[src/rtl/rst_seq_pkg.sv]
// Shared types and sizing helpers for the sequenced reset-release block.
package rst_seq_pkg;

    typedef enum logic [2:0] {
        WAIT_LOCK,
        HOLD,
        WAIT_ACK,
        DONE,
        ERROR
    } seq_state_t;

    // Stage index width; a single-stage build still needs one bit.
    function automatic int idx_width(input int n);
        return (n > 1) ? $clog2(n) : 1;
    endfunction

    // The shared down-counter only ever holds (limit - 1), so $clog2 of the largest limit suffices.
    function automatic int cnt_width(input int a, input int b, input int c);
        int m;
        m = a;
        if (b > m) m = b;
        if (c > m) m = c;
        return (m > 1) ? $clog2(m) : 1;
    endfunction

endpackage

[src/rtl/rst_seq_cdc_sync2.sv]
// Purpose: two-flop synchronizer for a slow asynchronous level (PLL lock).
// Latency: 2 sys_clk edges from input change to sync_out.
// Backpressure: none; free-running level path.
module cdc_sync2 (
    input  logic sys_clk,
    input  logic sys_rst,
    input  logic async_in,
    output logic sync_out
);

    (* ASYNC_REG = "TRUE" *) logic [1:0] sync_ff;

    always_ff @(posedge sys_clk) begin
        if (sys_rst) begin
            sync_ff <= '0;
        end else begin
            sync_ff <= {sync_ff[0], async_in};
        end
    end

    assign sync_out = sync_ff[1];

endmodule

[src/rtl/rst_seq.sv]
// Purpose: releases per-stage active-low resets in order once both PLLs hold lock.
// Latency: first release 2+LOCK_FILT+DLY_CYCLES edges after reset; 1+DLY_CYCLES per further stage.
// Backpressure: waits on stage_ack[i] up to ACK_TIMEOUT cycles, then latches an error.
module rst_seq
    import rst_seq_pkg::*;
#(
    parameter int N_STAGES    = 4,
    parameter int LOCK_FILT   = 8,
    parameter int DLY_CYCLES  = 16,
    parameter int ACK_TIMEOUT = 1024
) (
    input  logic                               sys_clk,
    input  logic                               sys_rst,
    input  logic                               adc_pll_locked,
    input  logic                               dac_pll_locked,
    input  logic                               soft_rst_req,
    input  logic [N_STAGES-1:0]                stage_ack,
    output logic [N_STAGES-1:0]                stage_rst_n,
    output logic                               seq_done,
    output logic                               seq_err,
    output logic [idx_width(N_STAGES)-1:0]     err_stage
);

    localparam int IDX_W = idx_width(N_STAGES);
    localparam int CNT_W = cnt_width(LOCK_FILT, DLY_CYCLES, ACK_TIMEOUT);

    localparam logic [CNT_W-1:0] FILT_LOAD = CNT_W'(LOCK_FILT - 1);
    localparam logic [CNT_W-1:0] DLY_LOAD  = CNT_W'(DLY_CYCLES - 1);
    localparam logic [CNT_W-1:0] ACK_LOAD  = CNT_W'(ACK_TIMEOUT - 1);
    localparam logic [IDX_W-1:0] LAST_IDX  = IDX_W'(N_STAGES - 1);

    logic adc_lock_s;
    logic dac_lock_s;
    logic lock_s;

    cdc_sync2 u_adc_sync (
        .sys_clk  (sys_clk),
        .sys_rst  (sys_rst),
        .async_in (adc_pll_locked),
        .sync_out (adc_lock_s)
    );

    cdc_sync2 u_dac_sync (
        .sys_clk  (sys_clk),
        .sys_rst  (sys_rst),
        .async_in (dac_pll_locked),
        .sync_out (dac_lock_s)
    );

    assign lock_s = adc_lock_s & dac_lock_s;

    seq_state_t           state_q, state_nxt;
    logic [CNT_W-1:0]     cnt_q, cnt_nxt;
    logic [IDX_W-1:0]     idx_q, idx_nxt;
    logic [N_STAGES-1:0]  rst_n_nxt;
    logic                 done_nxt;
    logic                 err_nxt;
    logic [IDX_W-1:0]     err_stage_nxt;

    always_ff @(posedge sys_clk) begin
        if (sys_rst) begin
            state_q     <= WAIT_LOCK;
            cnt_q       <= '0;
            idx_q       <= '0;
            stage_rst_n <= '0;
            seq_done    <= 1'b0;
            seq_err     <= 1'b0;
            err_stage   <= '0;
        end else begin
            state_q     <= state_nxt;
            cnt_q       <= cnt_nxt;
            idx_q       <= idx_nxt;
            stage_rst_n <= rst_n_nxt;
            seq_done    <= done_nxt;
            seq_err     <= err_nxt;
            err_stage   <= err_stage_nxt;
        end
    end

    always_comb begin
        state_nxt     = state_q;
        cnt_nxt       = cnt_q;
        idx_nxt       = idx_q;
        rst_n_nxt     = stage_rst_n;
        done_nxt      = seq_done;
        err_nxt       = seq_err;
        err_stage_nxt = err_stage;

        // Lock loss outranks a software request, so a coincident pair keeps the error record.
        if (!lock_s && (state_q != WAIT_LOCK)) begin
            state_nxt = WAIT_LOCK;
            cnt_nxt   = FILT_LOAD;
            idx_nxt   = '0;
            rst_n_nxt = '0;
            done_nxt  = 1'b0;
        end else if (soft_rst_req) begin
            state_nxt     = WAIT_LOCK;
            cnt_nxt       = FILT_LOAD;
            idx_nxt       = '0;
            rst_n_nxt     = '0;
            done_nxt      = 1'b0;
            err_nxt       = 1'b0;
            err_stage_nxt = '0;
        end else begin
            unique case (state_q)
                WAIT_LOCK: begin
                    if (!lock_s) begin
                        cnt_nxt = FILT_LOAD;
                    end else if (cnt_q == '0) begin
                        state_nxt = HOLD;
                        cnt_nxt   = DLY_LOAD;
                        idx_nxt   = '0;
                    end else begin
                        cnt_nxt = cnt_q - 1'b1;
                    end
                end

                HOLD: begin
                    if (cnt_q == '0) begin
                        rst_n_nxt[idx_q] = 1'b1;
                        state_nxt        = WAIT_ACK;
                        cnt_nxt          = ACK_LOAD;
                    end else begin
                        cnt_nxt = cnt_q - 1'b1;
                    end
                end

                // Ack is tested before the timeout so a last-cycle ack still counts.
                WAIT_ACK: begin
                    if (stage_ack[idx_q]) begin
                        if (idx_q == LAST_IDX) begin
                            state_nxt = DONE;
                            done_nxt  = 1'b1;
                        end else begin
                            state_nxt = HOLD;
                            idx_nxt   = idx_q + 1'b1;
                            cnt_nxt   = DLY_LOAD;
                        end
                    end else if (cnt_q == '0) begin
                        state_nxt     = ERROR;
                        rst_n_nxt     = '0;
                        err_nxt       = 1'b1;
                        err_stage_nxt = idx_q;
                    end else begin
                        cnt_nxt = cnt_q - 1'b1;
                    end
                end

                DONE: begin
                    done_nxt = 1'b1;
                end

                ERROR: begin
                    rst_n_nxt = '0;
                end

                default: begin
                    state_nxt = WAIT_LOCK;
                    cnt_nxt   = FILT_LOAD;
                    rst_n_nxt = '0;
                    done_nxt  = 1'b0;
                end
            endcase
        end
    end

endmodule

[config.mk]
export PLATFORM = sky130hd
export DESIGN_NAME = rst_seq
export DESIGN_NICKNAME = d
export VERILOG_FILES = /design/src/rtl/rst_seq_pkg.sv /design/src/rtl/rst_seq_cdc_sync2.sv /design/src/rtl/rst_seq.sv
export SDC_FILE = /design/constraint.sdc
export NUM_CORES = 1
export LEC_CHECK = 0
export CAP_MARGIN = 20
export CELL_PAD_IN_SITES_DETAIL_PLACEMENT = 0
export CELL_PAD_IN_SITES_GLOBAL_PLACEMENT = 1
export CORE_MARGIN = 4
export CORE_UTILIZATION = 41
export CTS_CLUSTER_DIAMETER = 120
export DETAILED_ROUTE_END_ITERATION = 6
export GPL_TIMING_DRIVEN = 0
export PLACE_DENSITY_LB_ADDON = 0.15
export SYNTH_ARGS = -nofsm -noshare
export SYNTH_HDL_FRONTEND = slang
export SYNTH_HIERARCHICAL = 1
export SYNTH_SLANG_ARGS = --single-unit
[constraint.sdc]
create_clock -name sys_clk -period 3 [get_ports sys_clk]
set_input_delay 0.45 -clock sys_clk [delete_from_list [all_inputs] [get_ports sys_clk]]
set_output_delay 0.45 -clock sys_clk [all_outputs]
set_load 0.02 [all_outputs]
# Word level (Yosys, flattened, before mapping)
# Index checks and enable logic that the tools add are counted.
# word_totals
output_inout_bits	8
regBits	27
wordCells	100
input_bits	9
# classes
n_eq_ne	20
muxes	40
n_lt_le_gt_ge	2
addsub	2
reduce_logical	20
n_bitwise	6
# ops
cell	n
10-bit two-way mux	6
10-bit one-hot mux with 4 select lines	1
3-bit two-way mux	7
2-bit two-way mux	9
2-bit inequality test, second input constant	9
4-bit two-way mux	3
3-bit one-hot mux with 4 select lines	1
4-bit one-hot mux with 3 select lines	1
10-bit logical NOT	1
5-bit inequality test, second input constant	2
5-bit AND reduction	2
10-bit by 1-bit subtractor with 10-bit output, second input constant	1
3-bit inequality test, second input constant	3
3-bit AND reduction	3
1-bit two-way mux	8
4-bit AND reduction	2
3-bit by 2-bit == test with 1-bit output, second input constant	2
2-bit nonzero test	3
3-bit OR reduction	2
1-bit NOT	4
4-bit OR	1
2-bit one-hot mux with 2 select lines	1
2-bit OR reduction	2
3-bit by 1-bit == test with 1-bit output, second input constant	1
other kinds (14)	15

# Logic depth before layout (Yosys ltp)
# Gate-level depths: netlist of the first run.
# logic_depth
word_depth	7
mapped_depth	8
depth_no_buf	7

# Hierarchy
# The synthesis of the first run kept the hierarchy.
# by_module_without_submodules
module	area_per_inst_um2	instances	cells_per_inst	seq_area_each_um2
rst_seq	1372.6	1	164	460.4
cdc_sync2	52.6	2	4	40.0

# Least setup slack after synthesis of the first run
# Ideal clock, no wire load.
# synth_path
path_type	reg2reg
startpoint	register cnt_q[5]
endpoint	register cnt_q[5]
period_less_slack_ns	2.375
arrival_ns	2.258
path_stages_with_launch	8
setup_ns	0.117
t_required_ns	2.883
slack_ns	0.625
n_path_buf	2
cell_sequence	dfxtp_1 > or4_1 > buf_2 > or4_4 > a21o_1 > buf_6 > and4b_4 > a32o_1
# synth_between
elab_chain_len	4
elab_cells_between_ends	10
cone_classes	add/sub (1); eq/ne (1); mux (6); reduce/logical (2)
# synth_lines
item	line_no	text
start: declaration	rst_seq.sv:53	logic [CNT_W-1:0] cnt_q, cnt_nxt;
start signal: assignment	rst_seq.sv:71	cnt_q <= cnt_nxt;
10-bit by 1-bit subtractor with 10-bit output / 10-bit logical NOT (equally long branches)	n/a	
10-bit two-way mux (on tied branches)	rst_seq.sv:139, rst_seq.sv:109	
10-bit two-way mux (on tied branches)	rst_seq.sv:130, rst_seq.sv:107	
10-bit one-hot mux with 4 select lines	rst_seq.sv:105	unique case (state_q)
# Several ways; a longest one is shown, not always the timed one. The select of a mux whose other input is x is not followed.
# A chain may end at the register's enable or synchronous reset.

# Final worst setup path of the first run
# layout_path
startpoint	register cnt_q[5]
endpoint	register cnt_q[9]
# Same word-level chain as after synthesis.

==> results.py, run 1 <==
metrics = {
    "run_status": {
        "status": "finished, final reports clean",
    },
    "global_route": {
        "grt_pass1_wl_um": 5960,
        "grt.total_usage": 0.167,
        "grt-ovfl-total": 0,
        "grt_max_degree": 17,
        "antenna_found_initial": 0,
        "grt_pass1_vias": 1290,
    },
    "place": {
        "gp_congestion": 0.869,
        "pre_cts_ws_ns": 0.210,
        "port_buffers": 16,
        "dpl.hpwl_um": 2590,
    },
    "layout": {
        "area_delta_synth_final_pct": 17.1,
        "layout-drive-gt1-share": 0.0725,
        "fillers": 342,
        "diodes": 0,
        "nets": 209,
    },
    "logic_synthesis": {
        "ys_warn_count": 6,
        "synthFlopType": "dfxtp_1",
        "synth_area_per_cell_um2": 8.59,
        "ys_async_sr_fraction": 0,
        "syn_nets": 187,
        "synth_cell_types": 45,
        "synth_edf_count": 0,
        "synth-seq-cells": 27,
        "syn-instance-count": 172,
        "netlist_area_um2": 1480,
        "yosysSeqAreaShare": 0.366,
    },
    "min_path": {
        "whs_path_depth": 1,
        "hold_path.startpoint": "u_dac_sync/sync_ff[0]",
        "hold_path_end": "u_dac_sync/sync_ff[1]",
        "hold_path_class": "reg -> reg",
    },
    "clock_network": {
        "cts_tree": "done",
        "htree_levels": 1,
        "clk_pin_slew_ns": 0.16,
        "cts_resized": 0,
        "cts.path.max_buffers": 2,
        "clk_latency_ns": 0.34,
        "cts_root_buffer": "clkbuf_4",
        "numClockSinks": 27,
        "cts_made_buffers": 3,
        "holdBufCountCts": 0,
        "post_cts_buffers": 0,
    },
    "pwr": {
        "pwr-share-clk": 0.287,
        "power.internal_uw": 438,
        "sw_frac_of_total": 0.250,
        "p_switching_uw": 146,
        "ir_worst_vdd_mv": 0.171,
        "p_seq_frac": 0.628,
        "power.leakage_uw": 0.000621,
        "powerDensity_nw_per_um2": 337,
        "power_frac_comb": 0.085,
    },
    "worst_setup_path": {
        "cp_max_fo": 10,
        "crit_type": "reg -> reg",
        "cp.required_ns": 3.26,
        "cp.arrival_ns": 2.84,
        "r2r-end": "cnt_q[9]",
        "start_kind": "register",
        "crit_start": "cnt_q[5]",
        "crit_path_end_kind": "register",
        "worstReg2RegStart": "cnt_q[5]",
        "reg2reg_slack_ns": 0.42,
        "r2r_cells": 7,
    },
    "die": {
        "fp.dieArea_um2": 4630,
        "core_um2": 3420,
        "io_pins": 17,
        "start_util": 0.433,
        "dieWidth_um": 68.0,
        "std_cell_rows": 21,
        "fp.dieH_um": 68.0,
    },
    "route": {
        "via_per_inst": 5.74,
        "drt-initial-drc-count": 66,
        "routed_wl_um": 3450,
        "firstDrtPassIters": 4,
        "routedWlPerCell_um": 14.4,
        "drc": 0,
        "vias": 1371,
        "drtAntennaViolNets": 0,
    },
    "sta": {
        "slew_violations": 0,
        "tns_ns": 0,
        "finClkSkew_ns": 0.0116,
        "rsz0062_at_grt": "false",
        "final-hold-violation-count": 0,
        "setup_ws_ns": 0.418,
        "finalCritPeriodShare": 0.861,
        "post-route-min-period_ns": 2.58,
        "slew_headroom": 0.651,
        "worst_pin_slew_ns": 0.523,
        "setup_viol": 0,
        "max_freq_mhz": 387,
    },
    "flow_run": {
        "drv_cap": 0,
    },
}
-- area by class of cell --
class | instances | area (um^2) | area share
Timing Repair Buffer | 17 | 165 | 0.0954
Inverter | 11 | 41.3 | 0.0239
Buffer | 7 | 35.0 | 0.0202
Sequential cell | 27 | 541 | 0.312
Clock buffer | 3 | 22.5 | 0.0130
Clock inverter | 1 | 7.51 | 0.00434
Multi-Input combinational cell | 127 | 861 | 0.497
Tap cell | 46 | 57.6 | 0.0333
-- per-stage QoR --
stage / total power, uW / std cells / hold WS (ns) / area [um^2] / utilization
2_1_floorplan: 403 / 172 / 0.414 / 1480 / -
5_1_grt: 612 / 239 / 0.468 / 1730 / 0.507
3_3_place_gp: 422 / 234 / 0.427 / 1700 / 0.496
4_1_cts: 586 / 238 / 0.459 / 1730 / 0.505
3_5_place_dp: 424 / 234 / 0.426 / 1700 / 0.496
6_report: 584 / 239 / 0.456 / 1730 / 0.507
-- worst max path at each step --
stage,end,slack [ns],depth (start not counted)
after CTS,cnt_q[9],0.45,7
after global placement,cnt_q[6],0.23,7
after floorplan,cnt_q[5],0.62,7
final,cnt_q[9],0.42,7
after global routing,cnt_q[5],0.33,6
after detailed placement,cnt_q[6],0.21,7
-- registers in the layout, summed over array words and instances (netlist names) --
signal	cells
seq_err	1
stage_rst_n	4
seq_done	1
err_stage	2
state_q	3
u_dac_sync/sync_ff	2
cnt_q	10
idx_q	2
u_adc_sync/sync_ff	2
-- power groups by stage --
stage	registers [uW]	clock network (uW)	logic [uW]
after floorplan	374	0	29.4
after global placement	374	0	48.4
after detailed placement	374	0	49.3
after CTS	367	170	49.4
after global routing	368	189	55.8
final	367	167	49.6
-- metal layers --
metal  GRT usage  up-vias  routed length, um  part of all wire
met2       0.266       36               1600              0.46
met5           0        -                  0                 0
met4      0.0596        0                 50             0.014
li1            -      685                  -                 -
met1       0.228      645               1640              0.47
met3      0.0246        5                166             0.048
-- Yosys cell counts (all sizes together) (2+ instances only) --
| master | instances | area (um^2) |
|---|---|---|
| dfxtp | 27 | 541 |
| nand2 | 15 | 56.3 |
| nor2 | 14 | 52.6 |
| a21oi | 11 | 55.1 |
| inv | 11 | 41.3 |
| o21ai | 11 | 55.1 |
| a32o | 8 | 80.1 |
| ha | 6 | 75.1 |
| nor3 | 6 | 30.0 |
| o211ai | 6 | 45.0 |
| clkbuf | 5 | 18.8 |
| nand2b | 5 | 31.3 |
| nor2b | 5 | 31.3 |
| a221oi | 4 | 41.3 |
| or4 | 4 | 37.5 |
| or3 | 3 | 20.0 |
| a311oi | 2 | 17.5 |
| and3 | 2 | 12.5 |
| buf | 2 | 16.3 |
| nand4 | 2 | 12.5 |
| nor4 | 2 | 12.5 |
| o31ai | 2 | 15.0 |
-- layout by cell type, fill, tap and decap left out, types with 3 or more instances in the layout --
cell type,netlist,layout
a21oi_1,11,11
a221oi_1,3,3
a32o_1,8,8
clkbuf_1,5,5
clkbuf_4,0,3
clkdlybuf4s50_1,0,16
dfxtp_1,27,27
ha_1,6,6
inv_1,11,11
nand2_1,15,15
nand2b_1,5,5
nor2_1,14,14
nor2b_1,5,5
nor3_1,6,6
o211ai_1,6,6
o21ai_0,11,11
-- critical path, cell delays in order (launching register included) --
cell	delay [ns]
dfxtp_1	0.41
or4_1	0.54
buf_2	0.18
or4_4	0.59
a21o_1	0.22
buf_6	0.15
and4b_4	0.20
a32o_1	0.21
-- cell families (layout without fill, tap and decap cells) --
| kind of cell | after synthesis | after routing | synth area share |
|---|---|---|---|
| flip-flops | 27 | 27 | 0.366 |
| XOR/XNOR | 2 | 2 | 0.0119 |
| AO/OA/AOI/OAI | 54 | 54 | 0.271 |
| AND/OR/NAND/NOR | 64 | 64 | 0.234 |
| buffers and inverters | 18 | 39 | 0.0516 |
| adder cells (fa/ha/maj) | 6 | 6 | 0.0508 |
| multiplexers | 1 | 1 | 0.0152 |
Note: power is estimated with default switching activity, not from simulation.
==> run 2: changes to the inputs <==
Settings changed: ABC_AREA set to 1, CORE_UTILIZATION 41 to 40.
==> results.py, run 2 <==
metrics = {
    "route": {
        "drc": 0,
        "via_per_inst": 4.82,
        "routed_wl_um": 3800,
        "vias": 1615,
        "routedWlPerCell_um": 11.3,
        "firstDrtPassIters": 4,
        "drt-initial-drc-count": 48,
        "drtAntennaViolNets": 0,
    },
    "global_route": {
        "grt_max_degree": 15,
        "grt-ovfl-total": 0,
        "grtUsageMet3": 0.0205,
        "gr-usage-met1": 0.208,
        "grt_pass1_vias": 1566,
        "busiest_layer": "met2",
        "grt.total_usage": 0.161,
        "grt_pass1_wl_um": 6900,
        "grt_use_met2": 0.278,
        "antenna_found_initial": 0,
    },
    "place": {
        "port_buffers": 16,
        "dpl.hpwl_um": 3100,
        "gp_congestion": 0.783,
    },
    "layout": {
        "nets": 301,
        "regMostFlops": "cnt_q",
        "fin_util": 0.490,
        "reg.largest.list": "cnt_q: 10 flops, stage_rst_n: 4 flops, state_q: 3 flops",
        "final_cell_mix": "70 x nand2_1, 37 x nor2_1, 31 x inv_1, 27 x dfxtp_1, 22 x nand3_1",
        "fillers": 435,
        "multi_input_area_um2": 1050,
        "largest_reg_flops": 10,
        "layout_commonest_cell": "nand2_1",
        "area_delta_synth_final_pct": 15.5,
        "diodes": 0,
        "register_area_um2": 541,
        "layout-drive-gt1-share": 0.123,
    },
    "logic_synthesis": {
        "ys_top_cells_by_area": "dfxtp_1 31%, nand2_1 15%, nor2_1 8.0%",
        "syn_nets": 280,
        "synth_cell_types": 24,
        "synthFlopType": "dfxtp_1",
        "synth_area_per_cell_um2": 6.54,
        "syn-instance-count": 265,
        "synth.largest_area_cell": "dfxtp_1",
        "synth_top_area_frac": 0.312,
        "yosysSeqAreaShare": 0.312,
        "synth.top_cells.by_count": "70 x nand2_1, 37 x nor2_1, 31 x inv_1",
        "ys_warn_count": 6,
        "synth_most_common_cell": "nand2_1",
        "synth_edf_count": 0,
        "ys_async_sr_fraction": 0,
        "netlist_area_um2": 1730,
        "synth-seq-cells": 27,
    },
    "die": {
        "fp.dieArea_um2": 5450,
        "core_um2": 4090,
        "start_util": 0.424,
        "fp.dieH_um": 73.8,
        "std_cell_rows": 23,
        "io_pins": 17,
        "dieWidth_um": 73.8,
    },
    "pwr": {
        "ir_worst_vdd_mv": 0.223,
        "p_total_uw": 641,
        "powerDensity_nw_per_um2": 321,
        "power.leakage_uw": 0.000869,
    },
    "clock_network": {
        "cts_root_buffer": "clkbuf_8",
        "cts_tree": "done",
        "clk_latency_ns": 0.27,
        "cts_resized": 0,
        "holdBufCountCts": 0,
        "post_cts_buffers": 0,
        "htree_levels": 1,
        "cts_made_buffers": 3,
        "clk_pin_slew_ns": 0.09,
        "numClockSinks": 27,
        "cts.path.max_buffers": 2,
    },
    "flow_run": {
        "drv_cap": 0,
    },
    "worst_setup_path": {
        "critPathTopFamily": "simple AND/OR/NAND/NOR gates",
        "crit_type": "reg -> reg",
        "path_cells": "inv_1 -> ha_1 -> inv_1 -> nor2_1 -> nand3_2 -> nor2_4 -> nand3_4 -> nand2_4 -> nand2_4 -> o21ai_0 -> nor2_1",
        "max_stage_delay_ns": 0.33,
        "crit_path_end_kind": "register",
        "cp.required_ns": 3.18,
        "worst-path-buf-inv": 2,
        "start_kind": "register",
        "critical_path.slowest_cell": "dfxtp_1",
        "cp.arrival_ns": 1.88,
        "cp_max_fo": 8,
    },
    "sta": {
        "max_freq_mhz": 588,
        "finalCritPeriodShare": 0.567,
        "post-route-min-period_ns": 1.70,
        "finClkSkew_ns": 0.00237,
        "slew_violations": 0,
        "setup_viol": 0,
        "holdWs_ns": 0.408,
        "final-hold-violation-count": 0,
        "rsz0062_at_grt": "false",
        "worst_pin_slew_ns": 0.346,
        "slew_headroom": 0.767,
        "tns_ns": 0,
    },
    "run_status": {
        "status": "finished, final reports clean",
    },
    "min_path": {
        "hold_path_class": "reg -> reg",
    },
}
==> run 2: kinds of logic after synthesis <==
kind of cell,Yosys count,synth area share
buf+inv,37,0.0809
xor+xnor,1,0.00506
compound gates,34,0.104
simple gates,160,0.455
fa+ha+maj,6,0.0433
flops,27,0.312
==> run 2: path summary, 6_finish.rpt <==
check / start / to / slack, ns / cells after the start
setup / recovery: cnt_q[0] / cnt_q[0] / 1.30 / 11
hold / removal: u_adc_sync/sync_ff[0] / u_adc_sync/sync_ff[1] / 0.41 / 2
setup reg to reg: cnt_q[0] / cnt_q[0] / 1.30 / 11
hold reg to reg: u_adc_sync/sync_ff[0] / u_adc_sync/sync_ff[1] / 0.41 / 2
==> run 2: through the flow <==
step / area, um^2 / worst slack, ns / cells
floorplan: 1730 / 1.51 / 265
global placement: 1960 / 1.02 / 331
detailed placement: 1960 / 1.00 / 331
CTS: 2000 / 1.26 / 335
global route: 2000 / 1.12 / 335
finish: 2000 / 1.30 / 335
==> run 2: cell type report <==
class                           instances  area share
Sequential cell                        27       0.270
Timing Repair Buffer                   16      0.0801
Inverter                               37      0.0700
Multi-Input combinational cell        201       0.526
Clock buffer                            4      0.0225
Tap cell                               50      0.0313
==> run 2: tightest hold or removal path: stages (launching register included) <==
cell	delay, ns
dfxtp_1	0.31
inv_1	0.04
nor2_1	0.03
==> run 2: per-layer routing <==
metal / up-vias / share of wire
met4: 0 / 0.013
met2: 17 / 0.47
met1: 703 / 0.50
met5: - / 0
li1: 890 / -
met3: 5 / 0.021
==> run 2: power breakdown <==
part | internal [uW] | total, uW | switching, uW
clock network | 95.3 | 211 | 115
logic | 25.5 | 64.4 | 38.9
registers | 363 | 366 | 2.98
total | 484 | 641 | 157
